[config.mk]
export PLATFORM = sky130hd
export DESIGN_NAME = hazard_controller
export DESIGN_NICKNAME = d
export VERILOG_FILES = /design/src/rtl/hazard_controller.sv
export SDC_FILE = /design/constraint.sdc
export NUM_CORES = 1
export LEC_CHECK = 0
export BUFFER_PORTS_ARGS = -buffer_cell sky130_fd_sc_hd__buf_2
export CAP_MARGIN = 20
export CORE_MARGIN = 2
export CORE_UTILIZATION = 55
export DETAILED_ROUTE_END_ITERATION = 6
export GPL_ROUTABILITY_DRIVEN = 0
export PLACE_DENSITY = 0.91
export SLEW_MARGIN = 25
export SYNTH_ARGS = -nofsm -noshare
export SYNTH_HDL_FRONTEND = slang
export SYNTH_SLANG_ARGS = --single-unit
[constraint.sdc]
create_clock -name CLK -period 8.6 [get_ports CLK]
set_input_delay 2.58 -clock CLK [delete_from_list [all_inputs] [get_ports CLK]]
set_output_delay 2.58 -clock CLK [all_outputs]
set_load 0.005 [all_outputs]
[src/rtl/hazard_controller.sv]
// hazard_controller
//   Central pipeline hazard unit. Produces Execute-stage forwarding selects,
//   the stall/flush controls for the fetch, decode and execute pipeline
//   registers, and sequences multi-cycle multiplies with a two-state FSM.
//   It also exports saturating stall/flush event counters for performance debug.
//
// Ports
//   CLK, RESET            clock (rising edge), synchronous active-high reset
//   RA1D, RA2D            Decode source register addresses
//   RA1E, RA2E, WA3E      Execute source and destination register addresses
//   WA3M, WA3W            Memory and Writeback destination register addresses
//   RegWE, RegWM, RegWW   register-write flags for Execute, Memory and Writeback
//   MemtoRegE             the Execute instruction is a load
//   PCSD, PCSE, PCSM      the Decode, Execute or Memory instruction writes the PC
//   BranchTakenE          a branch resolved taken in Execute
//   MulStartE             a multiply is present in Execute
//   ForwardAE, ForwardBE  operand selects: 00 regfile, 01 Writeback, 10 Memory
//   StallF, StallD        hold the PC and the fetch/decode register
//   FlushD, FlushE        clear the fetch/decode and decode/execute registers
//   MulBusy, MulDone      multiply in progress, and its last (result) cycle
//   StallCount            number of cycles with StallD=1 (saturating)
//   FlushCount            number of cycles with FlushE=1 (saturating)
module hazard_controller #(
   parameter int MUL_CYCLES = 4,
   parameter int CNT_W      = 32
) (
   input  logic             CLK,
   input  logic             RESET,
   input  logic [3:0]       RA1D,
   input  logic [3:0]       RA2D,
   input  logic [3:0]       RA1E,
   input  logic [3:0]       RA2E,
   input  logic [3:0]       WA3E,
   input  logic [3:0]       WA3M,
   input  logic [3:0]       WA3W,
   input  logic             RegWE,
   input  logic             RegWM,
   input  logic             RegWW,
   input  logic             MemtoRegE,
   input  logic             PCSD,
   input  logic             PCSE,
   input  logic             PCSM,
   input  logic             BranchTakenE,
   input  logic             MulStartE,
   output logic [1:0]       ForwardAE,
   output logic [1:0]       ForwardBE,
   output logic             StallF,
   output logic             StallD,
   output logic             FlushD,
   output logic             FlushE,
   output logic             MulBusy,
   output logic             MulDone,
   output logic [CNT_W-1:0] StallCount,
   output logic [CNT_W-1:0] FlushCount
);

   typedef enum logic {
      IDLE = 1'b0,
      BUSY = 1'b1
   } mul_state_t;

   // The counter is loaded with the number of BUSY cycles that follow the start cycle.
   localparam logic [3:0] MUL_LOAD = 4'(MUL_CYCLES - 1);

   localparam logic [CNT_W-1:0] CNT_MAX  = {CNT_W{1'b1}};
   localparam logic [CNT_W-1:0] CNT_ZERO = {CNT_W{1'b0}};
   localparam logic [CNT_W-1:0] CNT_ONE  = {{(CNT_W-1){1'b0}}, 1'b1};

   mul_state_t state_r;
   mul_state_t state_next_s;
   logic [3:0] cnt_r;
   logic [3:0] cnt_next_s;
   logic       ldr_stall_s;
   logic       pc_pend_s;
   logic       mul_hold_s;

   // The Memory stage is younger than Writeback, so it wins when both match.
   // Register 15 is the PC and is never forwarded.
   function automatic logic [1:0] fwd_sel(input logic [3:0] ra,
                                          input logic       regwm,
                                          input logic [3:0] wa3m,
                                          input logic       regww,
                                          input logic [3:0] wa3w);
      logic [1:0] sel;
      if (regwm && (wa3m == ra) && (ra != 4'd15)) begin
         sel = 2'b10;
      end else if (regww && (wa3w == ra) && (ra != 4'd15)) begin
         sel = 2'b01;
      end else begin
         sel = 2'b00;
      end
      return sel;
   endfunction

   // Forwarding selects for both Execute operands.
   always_comb begin
      ForwardAE = fwd_sel(RA1E, RegWM, WA3M, RegWW, WA3W);
      ForwardBE = fwd_sel(RA2E, RegWM, WA3M, RegWW, WA3W);
   end

   // Hazard detection and the stall/flush controls.
   // A multiply keeps its operands internally, so Execute is filled with bubbles while it runs.
   always_comb begin
      ldr_stall_s = MemtoRegE && RegWE && ((RA1D == WA3E) || (RA2D == WA3E));
      pc_pend_s   = PCSD | PCSE | PCSM;
      mul_hold_s  = ((state_r == IDLE) && MulStartE) || (state_r == BUSY);
      StallF      = ldr_stall_s | pc_pend_s | mul_hold_s;
      StallD      = ldr_stall_s | mul_hold_s;
      FlushD      = pc_pend_s | BranchTakenE;
      FlushE      = ldr_stall_s | BranchTakenE | mul_hold_s;
      MulBusy     = (state_r == BUSY);
      MulDone     = (state_r == BUSY) && (cnt_r == 4'd1);
   end

   // Multiply FSM next-state logic. A MulStartE seen while BUSY cannot occur and is ignored.
   always_comb begin
      state_next_s = state_r;
      cnt_next_s   = cnt_r;
      case (state_r)
         IDLE: begin
            if (MulStartE) begin
               state_next_s = BUSY;
               cnt_next_s   = MUL_LOAD;
            end else begin
               state_next_s = IDLE;
               cnt_next_s   = cnt_r;
            end
         end
         BUSY: begin
            cnt_next_s = cnt_r - 4'd1;
            if (cnt_r == 4'd1) begin
               state_next_s = IDLE;
            end else begin
               state_next_s = BUSY;
            end
         end
         default: begin
            state_next_s = IDLE;
            cnt_next_s   = 4'd0;
         end
      endcase
   end

   // Multiply FSM state register. Reset aborts any multiply in progress.
   always_ff @(posedge CLK) begin
      if (RESET) begin
         state_r <= IDLE;
         cnt_r   <= 4'd0;
      end else begin
         state_r <= state_next_s;
         cnt_r   <= cnt_next_s;
      end
   end

   // Saturating performance counters for stall and flush cycles.
   always_ff @(posedge CLK) begin
      if (RESET) begin
         StallCount <= CNT_ZERO;
         FlushCount <= CNT_ZERO;
      end else begin
         if (StallD && (StallCount != CNT_MAX)) begin
            StallCount <= StallCount + CNT_ONE;
         end else begin
            StallCount <= StallCount;
         end
         if (FlushE && (FlushCount != CNT_MAX)) begin
            FlushCount <= FlushCount + CNT_ONE;
         end else begin
            FlushCount <= FlushCount;
         end
      end
   end

endmodule

Word level (Yosys, flattened, before mapping)
Index checks and enable logic that the tools add are counted.
{"block": "op_classes", "n_reduce_logical": 16, "bitwise": 9, "n_eq_ne": 12, "add_sub_neg": 3, "mux": 9}
{"operator": "32-bit by 1-bit adder with 32-bit output, second input constant", "count": 2}
{"operator": "32-bit != test, second input constant", "count": 2}
{"operator": "4-bit equality test", "count": 6}
{"operator": "1-bit logical AND", "count": 14}
{"operator": "4-bit != test, second input constant", "count": 2}
{"operator": "1-bit bitwise OR", "count": 8}
{"operator": "4-bit case mux with 2 select lines", "count": 1}
{"operator": "4-bit by 1-bit equality test with 1-bit output, second input constant", "count": 1}
{"operator": "1-bit two-way mux", "count": 4}
{"operator": "2-bit two-way mux", "count": 2}
{"operator": "4-bit two-way mux", "count": 1}
{"operator": "4-bit by 1-bit subtractor with 4-bit output, second input constant", "count": 1}
{"operator": "1-bit logical OR", "count": 2}
{"operator": "2-bit != test, second input constant", "count": 1}
{"operator": "1-bit case mux with 2 select lines", "count": 1}
{"operator": "1-bit inverter", "count": 1}
{"block": "totals", "output_inout_bits": 74, "wordCells": 53, "register_bits": 69, "in_bits": 39}

Longest topological paths before layout
Gate-level depths: netlist of the first run.
{"block": "depth", "depth_word": 6, "depth_mapped": 9, "mapped_depth_nobuf": 7}

Least setup slack after synthesis of the first run
Ideal clock, no wire load.
{"block": "synth_path", "path_kind": "input port to output port", "startpoint": "input port WA3E[0]", "endpoint": "output port StallF", "path_buffers": 0, "required_time_ns": 6.020, "path_slack_ns": 2.115, "cell_stages": 6, "arrival_time_ns": 3.905, "cell_sequence": "xor2_1 -> nor4_4 -> o211a_4 -> nor2_4 -> clkinv_1 -> or4_1"}
{"block": "synth_between", "elab_chain_cells": 5, "word_cells_on_any_way": 6, "classes_between": "eq/ne: 2; bitwise: 2; reduce/logical: 2"}
{"element": "start, declared", "line_no": "33", "rtl": "input logic [3:0] WA3E,"}
{"element": "4-bit equality test", "line_no": "104", "rtl": "ldr_stall_s = MemtoRegE && RegWE && ((RA1D == WA3E) || (RA2D == WA3E));"}
{"element": "1-bit logical OR (*)", "line_no": "104"}
{"element": "1-bit logical AND (*)", "line_no": "104"}
{"element": "1-bit bitwise OR (*) (2 in series)", "line_no": "107", "rtl": "StallF = ldr_stall_s | pc_pend_s | mul_hold_s;"}
{"element": "end, declared", "line_no": "47", "rtl": "output logic StallF,"}
Every way passes the cells marked *; elsewhere a longest branch is shown, timed or not.

Worst setup path after layout of the first run
{"block": "layout_path", "startpoint": "input port WA3E[1]", "endpoint": "output port StallF"}
The elaborated chain is that of the path after synthesis.

==> metrics, run 1 <==
most common cell after layout, fill and taps aside=sky130_fd_sc_hd__buf_2; total clock sinks=69; number of enable flip-flop cells after synthesis=0; number of instances in the synthesized netlist=slightly below 500; height of the die=between 80 and 90 µm; effective utilization at floorplan=0.5716; area of the die=7830 µm²; all-layer global routing usage=0.2593; clock transition time at the flip-flop clock pins of the worst setup and hold paths=about 0.070 ns; Area contributors post-synth=sky130_fd_sc_hd__dfxtp_1 (35%), sky130_fd_sc_hd__a21oi_1 (6.0%), sky130_fd_sc_hd__or3_1 (4.5%); flop and latch count out of synthesis=approximately 70; critical path endpoint category=primary output; Final #Nets=between 600 and 700; post-synthesis average cell area=approximately 8.1 µm²; layout overhead on the synthesized area=20.40%; Maximum Capacitance Violations=0; number of levels the H-tree was split into=3; source of the worst hold timing path=cnt_r[3]$_SDFFE_PP0P_; power density over the cells=around 140 nW/µm²; pins over their slew limit=0; highest-count cells in the layout ignoring fill and taps=sky130_fd_sc_hd__buf_2 (112), sky130_fd_sc_hd__dfxtp_1 (69), sky130_fd_sc_hd__a21oi_1 (47), sky130_fd_sc_hd__nor2_1 (45), sky130_fd_sc_hd__nand2_1 (30); DR vias/cell=around 5.9; Hold WC Path Type=flip-flop to flip-flop; Routed wire per std cell=14.47 µm; number of standard-cell rows in the floorplan=30; area share of the largest cell type after synthesis=0.3518; die extent in x=between 80 and 90 µm; port bufs=around 110; post-synthesis cell type with the largest combined area=sky130_fd_sc_hd__dfxtp_1; cell area after synthesis=slightly below 4000 µm²; total of warnings raised by yosys=0; number of buffers added for setup after CTS=0; post-route fraction of the period consumed by the critical path=0.8025; minimum period implied by the final worst setup slack=6.902 ns; leakage=roughly 1.8 nW; cts bufs inserted=9; number of setup violations in the final report=0; total number of vias=~4.1k; Crit Reg-Reg Endpoint=StallCount[26]$_SDFFE_PP0P_; hold buffer count at CTS=0; sequential fraction of the synthesis area=0.3518; placeable core region=between 6000 and 7000 µm²; critical path fanouts, max=8; half-perimeter wire length of the detailed placement result=7297 µm; number of cells traversed by the worst register-to-register path=6; Crit path required time=about 6 ns; highest achievable clock rate=about 0.14 GHz; Worst Hold Margin=about 0.5 ns; skew final=0.01112 ns; result of the run=finished, final reports clean; maximum number of buffers from clock root to sink=2; initial antenna violation count=0; number of different library cells in the post-synthesis netlist=between 50 and 60; clock network latency to the later pin of the worst-skew pair=about 0.34 ns; Worst Path Arrival=approximately 4.3 ns; post-route setup TNS=0 ns; maximum number of pins on one net before global-route repair=just over 80; setup repair after global routing missed its margin=false; CTS resizes=0; number of placed I/O pins=between 100 and 150; start-to-end type of the worst setup path=input port to primary output; CTS tree=done; Async SR Flop Fraction=0; ys flop type=sky130_fd_sc_hd__dfxtp_1; Final Hold Viols=0; # diodes=0; Max-Slew Margin vs Limit=0.4208; vias in the first global route=about 3.7k; total routed wirelength=about 10000 µm; antenna-violating nets left=0; maximum VDD drop=~0.00012 V; startpoint of the worst-slack reg-to-reg timing path=StallCount[0]$_SDFFE_PP0P_; CP Launch Type=input port; first-pass GRT wire length=roughly 16000 µm; number of DRC violations after detailed-routing iteration 0=about 150; Initial DRT Pass Iterations=5; fraction of final layout cells with drive strength greater than 1=0.2551; flop-to-flop setup slack=between 6 and 7 ns; Min-Delay Endpoint=cnt_r[3]$_SDFFE_PP0P_; DRC violations left=0; transition at the pin with the smallest max-transition slack=0.8630 ns; buffer type at the clock tree root=sky130_fd_sc_hd__clkbuf_8; Overflow after GRT=0; number of nets produced by synthesis=around 530; Cells on Worst Hold Path=1
worst max path at each step:
stage / startpoint / to / cells after the start
finish: WA3E[1] / StallF / 8
global route: WA3E[1] / StallF / 8
CTS: WA3E[1] / StallF / 8
detailed placement: WA3E[1] / StallF / 8
global placement: WA3E[0] / StallF / 8
floorplan: WA3E[0] / StallF / 6
where the power goes:
| group | total, mW | leakage (nW) | switching [mW] | internal, mW |
|---|---|---|---|---|
| combinational | 0.0671 | 1.16 | 0.0399 | 0.0272 |
| clock | 0.263 | 0.0943 | 0.122 | 0.141 |
| sequential | 0.332 | 0.558 | 0.00701 | 0.325 |
sequential cells by signal, indices dropped and copies added, names as in the netlist:
name and flops:
FlushCount 32, StallCount 32, cnt_r 4, MulBusy 1
metrics by stage:
| step | worst slack (ns) | cells | power [mW] | cell area (µm²) | utilization |
|---|---|---|---|---|---|
| floorplan | 2.115 | 482 | 0.3799 | 3926 | - |
| global route | 1.571 | 688 | 0.6902 | 4727 | 0.6882 |
| finish | 1.698 | 688 | 0.6621 | 4727 | 0.6882 |
| detailed placement | 1.722 | 672 | 0.4056 | 4519 | 0.6579 |
| CTS | 1.713 | 688 | 0.6676 | 4720 | 0.6871 |
| global placement | 1.787 | 672 | 0.4014 | 4519 | 0.6579 |
critical path: stages:
cell	delay, ns
sky130_fd_sc_hd__buf_2	0.12
sky130_fd_sc_hd__xor2_1	0.24
sky130_fd_sc_hd__nor4_4	0.09
sky130_fd_sc_hd__o211a_4	0.31
sky130_fd_sc_hd__nor2_4	0.16
sky130_fd_sc_hd__clkinv_1	0.24
sky130_fd_sc_hd__or4_1	0.45
sky130_fd_sc_hd__buf_2	0.14
metal layers:
metal	track usage	vias to the layer above	routed length (µm)
met5	0	-	0
met4	0.09366	0	144
met3	0.06996	16	664
met2	0.4580	137	5091
met1	0.3009	1902	4053
li1	-	2006	-
Yosys cell counts (all sizes together) (2+ instances only):
master	count
nor2	46
nor4	8
a311oi	2
xnor2	16
nand3b	2
or2	3
ha	4
clkbuf	11
a2111oi	3
o31ai	12
nor2b	9
o2111ai	2
or3	28
and3	7
or4	17
a211oi	5
dfxtp	69
inv	11
o211a	2
and2	4
nor3	9
or4b	3
xor2	14
mux2	9
buf	8
o41ai	3
o21ai	31
a21oi	47
mux2i	2
and4	8
nand3	27
a31o	2
nand2b	2
nand2	30
nand4	19
kinds of logic after synthesis:
group / after synthesis / share of synthesized area
XOR/XNOR: 30 / 0.06692
AO/OA/AOI/OAI: 114 / 0.1791
multiplexers: 11 / 0.03091
buffers and inverters: 31 / 0.03569
AND/OR/NAND/NOR: 223 / 0.3228
adder cells (fa/ha/maj): 4 / 0.01275
flip-flops: 69 / 0.3518
cell type report:
class	count	area, µm²
clock buffer	10	137.6
clock inverter	6	62.56
fill	559	2142
inverter	12	45.04
tap	96	120.1
multi-input combinational	382	2412
sequential	69	1381
timing repair buffer	113	568.0
Power figures use the tool's default switching activity.
==> run 2, diff against run 1 <==
--- a/config.mk
+++ b/config.mk
@@ -5,13 +5,14 @@
 export SDC_FILE = /design/constraint.sdc
 export NUM_CORES = 1
 export LEC_CHECK = 0
+export ABC_AREA = 1
 export BUFFER_PORTS_ARGS = -buffer_cell sky130_fd_sc_hd__buf_2
 export CAP_MARGIN = 20
 export CORE_MARGIN = 2
-export CORE_UTILIZATION = 55
+export CORE_UTILIZATION = 49
 export DETAILED_ROUTE_END_ITERATION = 6
 export GPL_ROUTABILITY_DRIVEN = 0
-export PLACE_DENSITY = 0.91
+export PLACE_DENSITY = 0.84
 export SLEW_MARGIN = 25
 export SYNTH_ARGS = -nofsm -noshare
 export SYNTH_HDL_FRONTEND = slang
==> constraint.sdc (replaced) <==
create_clock -name CLK -period 5.72 [get_ports CLK]
set_input_delay 1.716 -clock CLK [delete_from_list [all_inputs] [get_ports CLK]]
set_output_delay 1.716 -clock CLK [all_outputs]
set_load 0.005 [all_outputs]
==> metrics, run 2 <==
initial antenna violation count=0; number of placed I/O pins=around 110; Final Hold Viols=0; number of nets produced by synthesis=821; setup repair after global routing missed its margin=false; maximum number of buffers from clock root to sink=2; CTS resizes=0; flop-to-flop setup slack=between 2 and 3 ns; critical path fanouts, max=3; number of instances in the placed design=around 1000; DR WL met3=728 µm; post-synthesis average cell area=roughly 6 µm²; top layer in use=met4; post-route fraction of the period consumed by the critical path=0.7599; fin util=0.5938; DR vias/cell=just over 5; CTS tree=done; result of the run=finished, final reports clean; maximum VDD drop=between 0.0001 and 0.00015 V; highest achievable clock rate=0.2301 GHz; clock transition time at the flip-flop clock pins of the worst setup and hold paths=roughly 0.08 ns; total number of vias=between 5k and 6k; pins over their slew limit=0; DRC violations left=0; sequential fraction of the synthesis area=0.2934; Worst Hold Margin=between 0.5 and 0.6 ns; total routed wirelength=12160 µm; start-to-end type of the worst setup path=input port to primary output; slowest CP cell=sky130_fd_sc_hd__nor3_1; number of DRC violations after detailed-routing iteration 0=276; Max-Slew Margin vs Limit=0.5558; leakage=2.488 nW; power density over the cells=197.3 nW/µm²; maximum number of pins on one net before global-route repair=65; flop and latch count out of synthesis=69; vias in the first global route=between 4k and 5k; number of instances in the synthesized netlist=778; layout overhead on the synthesized area=17.09%; die extent in x=slightly above 100 µm; first-pass GRT wire length=between 20000 and 25000 µm; crit path capture=ForwardBE[0]; half-perimeter wire length of the detailed placement result=8960 µm; area share of the largest cell type after synthesis=0.2934; height of the die=between 100 and 150 µm; post-detailed-placement cell area=5274 µm²; transition at the pin with the smallest max-transition slack=between 0.6 and 0.7 ns; post-route setup TNS=0 ns; Crit Reg-Reg Endpoint=StallCount[0]$_SDFFE_PP0P_; area of the die=~10000 µm²; minimum setup slack after placement=around 1.4 ns; most common cell after layout, fill and taps aside=sky130_fd_sc_hd__nand2_1; Non-Filler Instances=1012; Worst Path Arrival=2.63 ns; commonest cells in the synthesized netlist=sky130_fd_sc_hd__nand2_1 (241), sky130_fd_sc_hd__nor2_1 (128), sky130_fd_sc_hd__nand3_1 (71), sky130_fd_sc_hd__dfxtp_1 (69), sky130_fd_sc_hd__a21oi_1 (68); Crit path required time=approximately 4 ns; number of buffers added for setup after CTS=0; Maximum Capacitance Violations=0; number of enable flip-flop cells after synthesis=0; Total Power=~1.1 mW; total of warnings raised by yosys=0; Detail Route met2 WL=~5800 µm; Filler cells=938; maximum single-stage delay on the critical path=0.19 ns; Routed wire per std cell=12.02 µm; hold buffer count at CTS=0; critical path endpoint category=primary output; cts bufs inserted=9; port bufs=112; Initial DRT Pass Iterations=5; number of standard-cell rows in the floorplan=35; CP Launch Type=input port; startpoint of the worst setup timing path=RA2E[1]; buffer type at the clock tree root=sky130_fd_sc_hd__clkbuf_8; clock network latency to the later pin of the worst-skew pair=0.35 ns; ys flop type=sky130_fd_sc_hd__dfxtp_1; total clock sinks=69; number of setup violations in the final report=0; worst path cell trace=buf_2 -> inv_1 -> o22ai_1 -> a21oi_1 -> nand3_1 -> nor3_1 -> nor3_1 -> buf_2; largest registers=FlushCount: 32 flops, StallCount: 32 flops, cnt_r: 4 flops; PnR worst setup slack=1.373 ns; most common cell in the synthesized netlist=sky130_fd_sc_hd__nand2_1; Post-Route M1 WL=5445 µm; cell area after synthesis=around 4700 µm²; Overflow after GRT=0; Area contributors post-synth=sky130_fd_sc_hd__dfxtp_1 (29%), sky130_fd_sc_hd__nand2_1 (19%), sky130_fd_sc_hd__nor2_1 (10%); # diodes=0; number of cells traversed by the worst register-to-register path=9; Layout Cell Area excl Fill=about 5500 µm²; antenna-violating nets left=0; Hold WC Path Type=flip-flop to flip-flop; highest-count cells in the layout ignoring fill and taps=sky130_fd_sc_hd__nand2_1 (241), sky130_fd_sc_hd__nor2_1 (128), sky130_fd_sc_hd__buf_2 (112), sky130_fd_sc_hd__nand3_1 (70), sky130_fd_sc_hd__dfxtp_1 (69); all-layer global routing usage=0.2438; post-synthesis cell type with the largest combined area=sky130_fd_sc_hd__dfxtp_1; number of different library cells in the post-synthesis netlist=28; placeable core region=just over 9000 µm²; effective utilization at floorplan=0.5071; number of levels the H-tree was split into=3; startpoint of the worst-slack reg-to-reg timing path=StallCount[0]$_SDFFE_PP0P_; Final #Nets=roughly 900; Async SR Flop Fraction=0; skew final=~0.012 ns; minimum period implied by the final worst setup slack=about 4.3 ns; fraction of final layout cells with drive strength greater than 1=0.1982
-- run 2: cell types whose count changed after synthesis, moves of 13 or more --
cell | previous run | this run
sky130_fd_sc_hd__nand2_1 | 30 | 241
sky130_fd_sc_hd__nand3_1 | 27 | 71
sky130_fd_sc_hd__o21ai_0 | 25 | 6
sky130_fd_sc_hd__nand2_2 | 0 | 13
sky130_fd_sc_hd__or4_1 | 17 | 0
sky130_fd_sc_hd__inv_1 | 11 | 60
sky130_fd_sc_hd__xnor2_1 | 16 | 3
sky130_fd_sc_hd__a21oi_1 | 47 | 68
sky130_fd_sc_hd__nor2_1 | 45 | 128
sky130_fd_sc_hd__inv_2 | 0 | 13
sky130_fd_sc_hd__or3_1 | 28 | 0
-- run 2: power breakdown --
group / total [mW] / internal [mW] / switching [mW]
clock: 0.480 / 0.290 / 0.190
sequential: 0.496 / 0.488 / 0.00839
combinational: 0.112 / 0.0403 / 0.0716
-- run 2: critical path, delay by kind of cell --
family | cells | cell delay, ns
simple gates | 3 | 0.35
compound gates | 2 | 0.22
buf+inv | 3 | 0.35
-- run 2: per-layer routing --
metal,vias to the layer above,track usage
li1,2677,-
met2,166,0.4190
met1,2298,0.3069
met4,0,0.07795
met3,23,0.04925
met5,-,0
-- run 2: area by class of cell --
cell class | count | area [µm²] | share of cell area
Timing Repair Buffer | 114 | 575.6 | 0.1044
Inverter | 73 | 274.0 | 0.04970
Sequential cell | 69 | 1381 | 0.2506
Multi-Input combinational cell | 611 | 2882 | 0.5227
Clock buffer | 10 | 127.6 | 0.02315
Clock inverter | 6 | 111.4 | 0.02020
Tap cell | 129 | 161.4 | 0.02928
-- run 2: kinds of logic (layout without fill, tap and decap cells) --
logic type	Yosys count	count (layout)	share of synthesized area
AO/OA/AOI/OAI	81	81	0.08929
XOR/XNOR	20	20	0.03720
adder cells (fa/ha/maj)	4	4	0.01063
buffers and inverters	98	203	0.09567
flip-flops	69	69	0.2934
AND/OR/NAND/NOR	506	506	0.4738
-- run 2: worst min path at each step --
stage	depth (start not counted)	to	from
2_1_floorplan	2	StallCount[30]$_SDFFE_PP0P_	StallCount[30]$_SDFFE_PP0P_
3_3_place_gp	2	StallCount[31]$_SDFFE_PP0P_	StallCount[31]$_SDFFE_PP0P_
3_5_place_dp	2	StallCount[30]$_SDFFE_PP0P_	StallCount[30]$_SDFFE_PP0P_
4_1_cts	2	StallCount[30]$_SDFFE_PP0P_	StallCount[30]$_SDFFE_PP0P_
5_1_grt	2	StallCount[30]$_SDFFE_PP0P_	StallCount[30]$_SDFFE_PP0P_
6_report	2	StallCount[31]$_SDFFE_PP0P_	StallCount[31]$_SDFFE_PP0P_
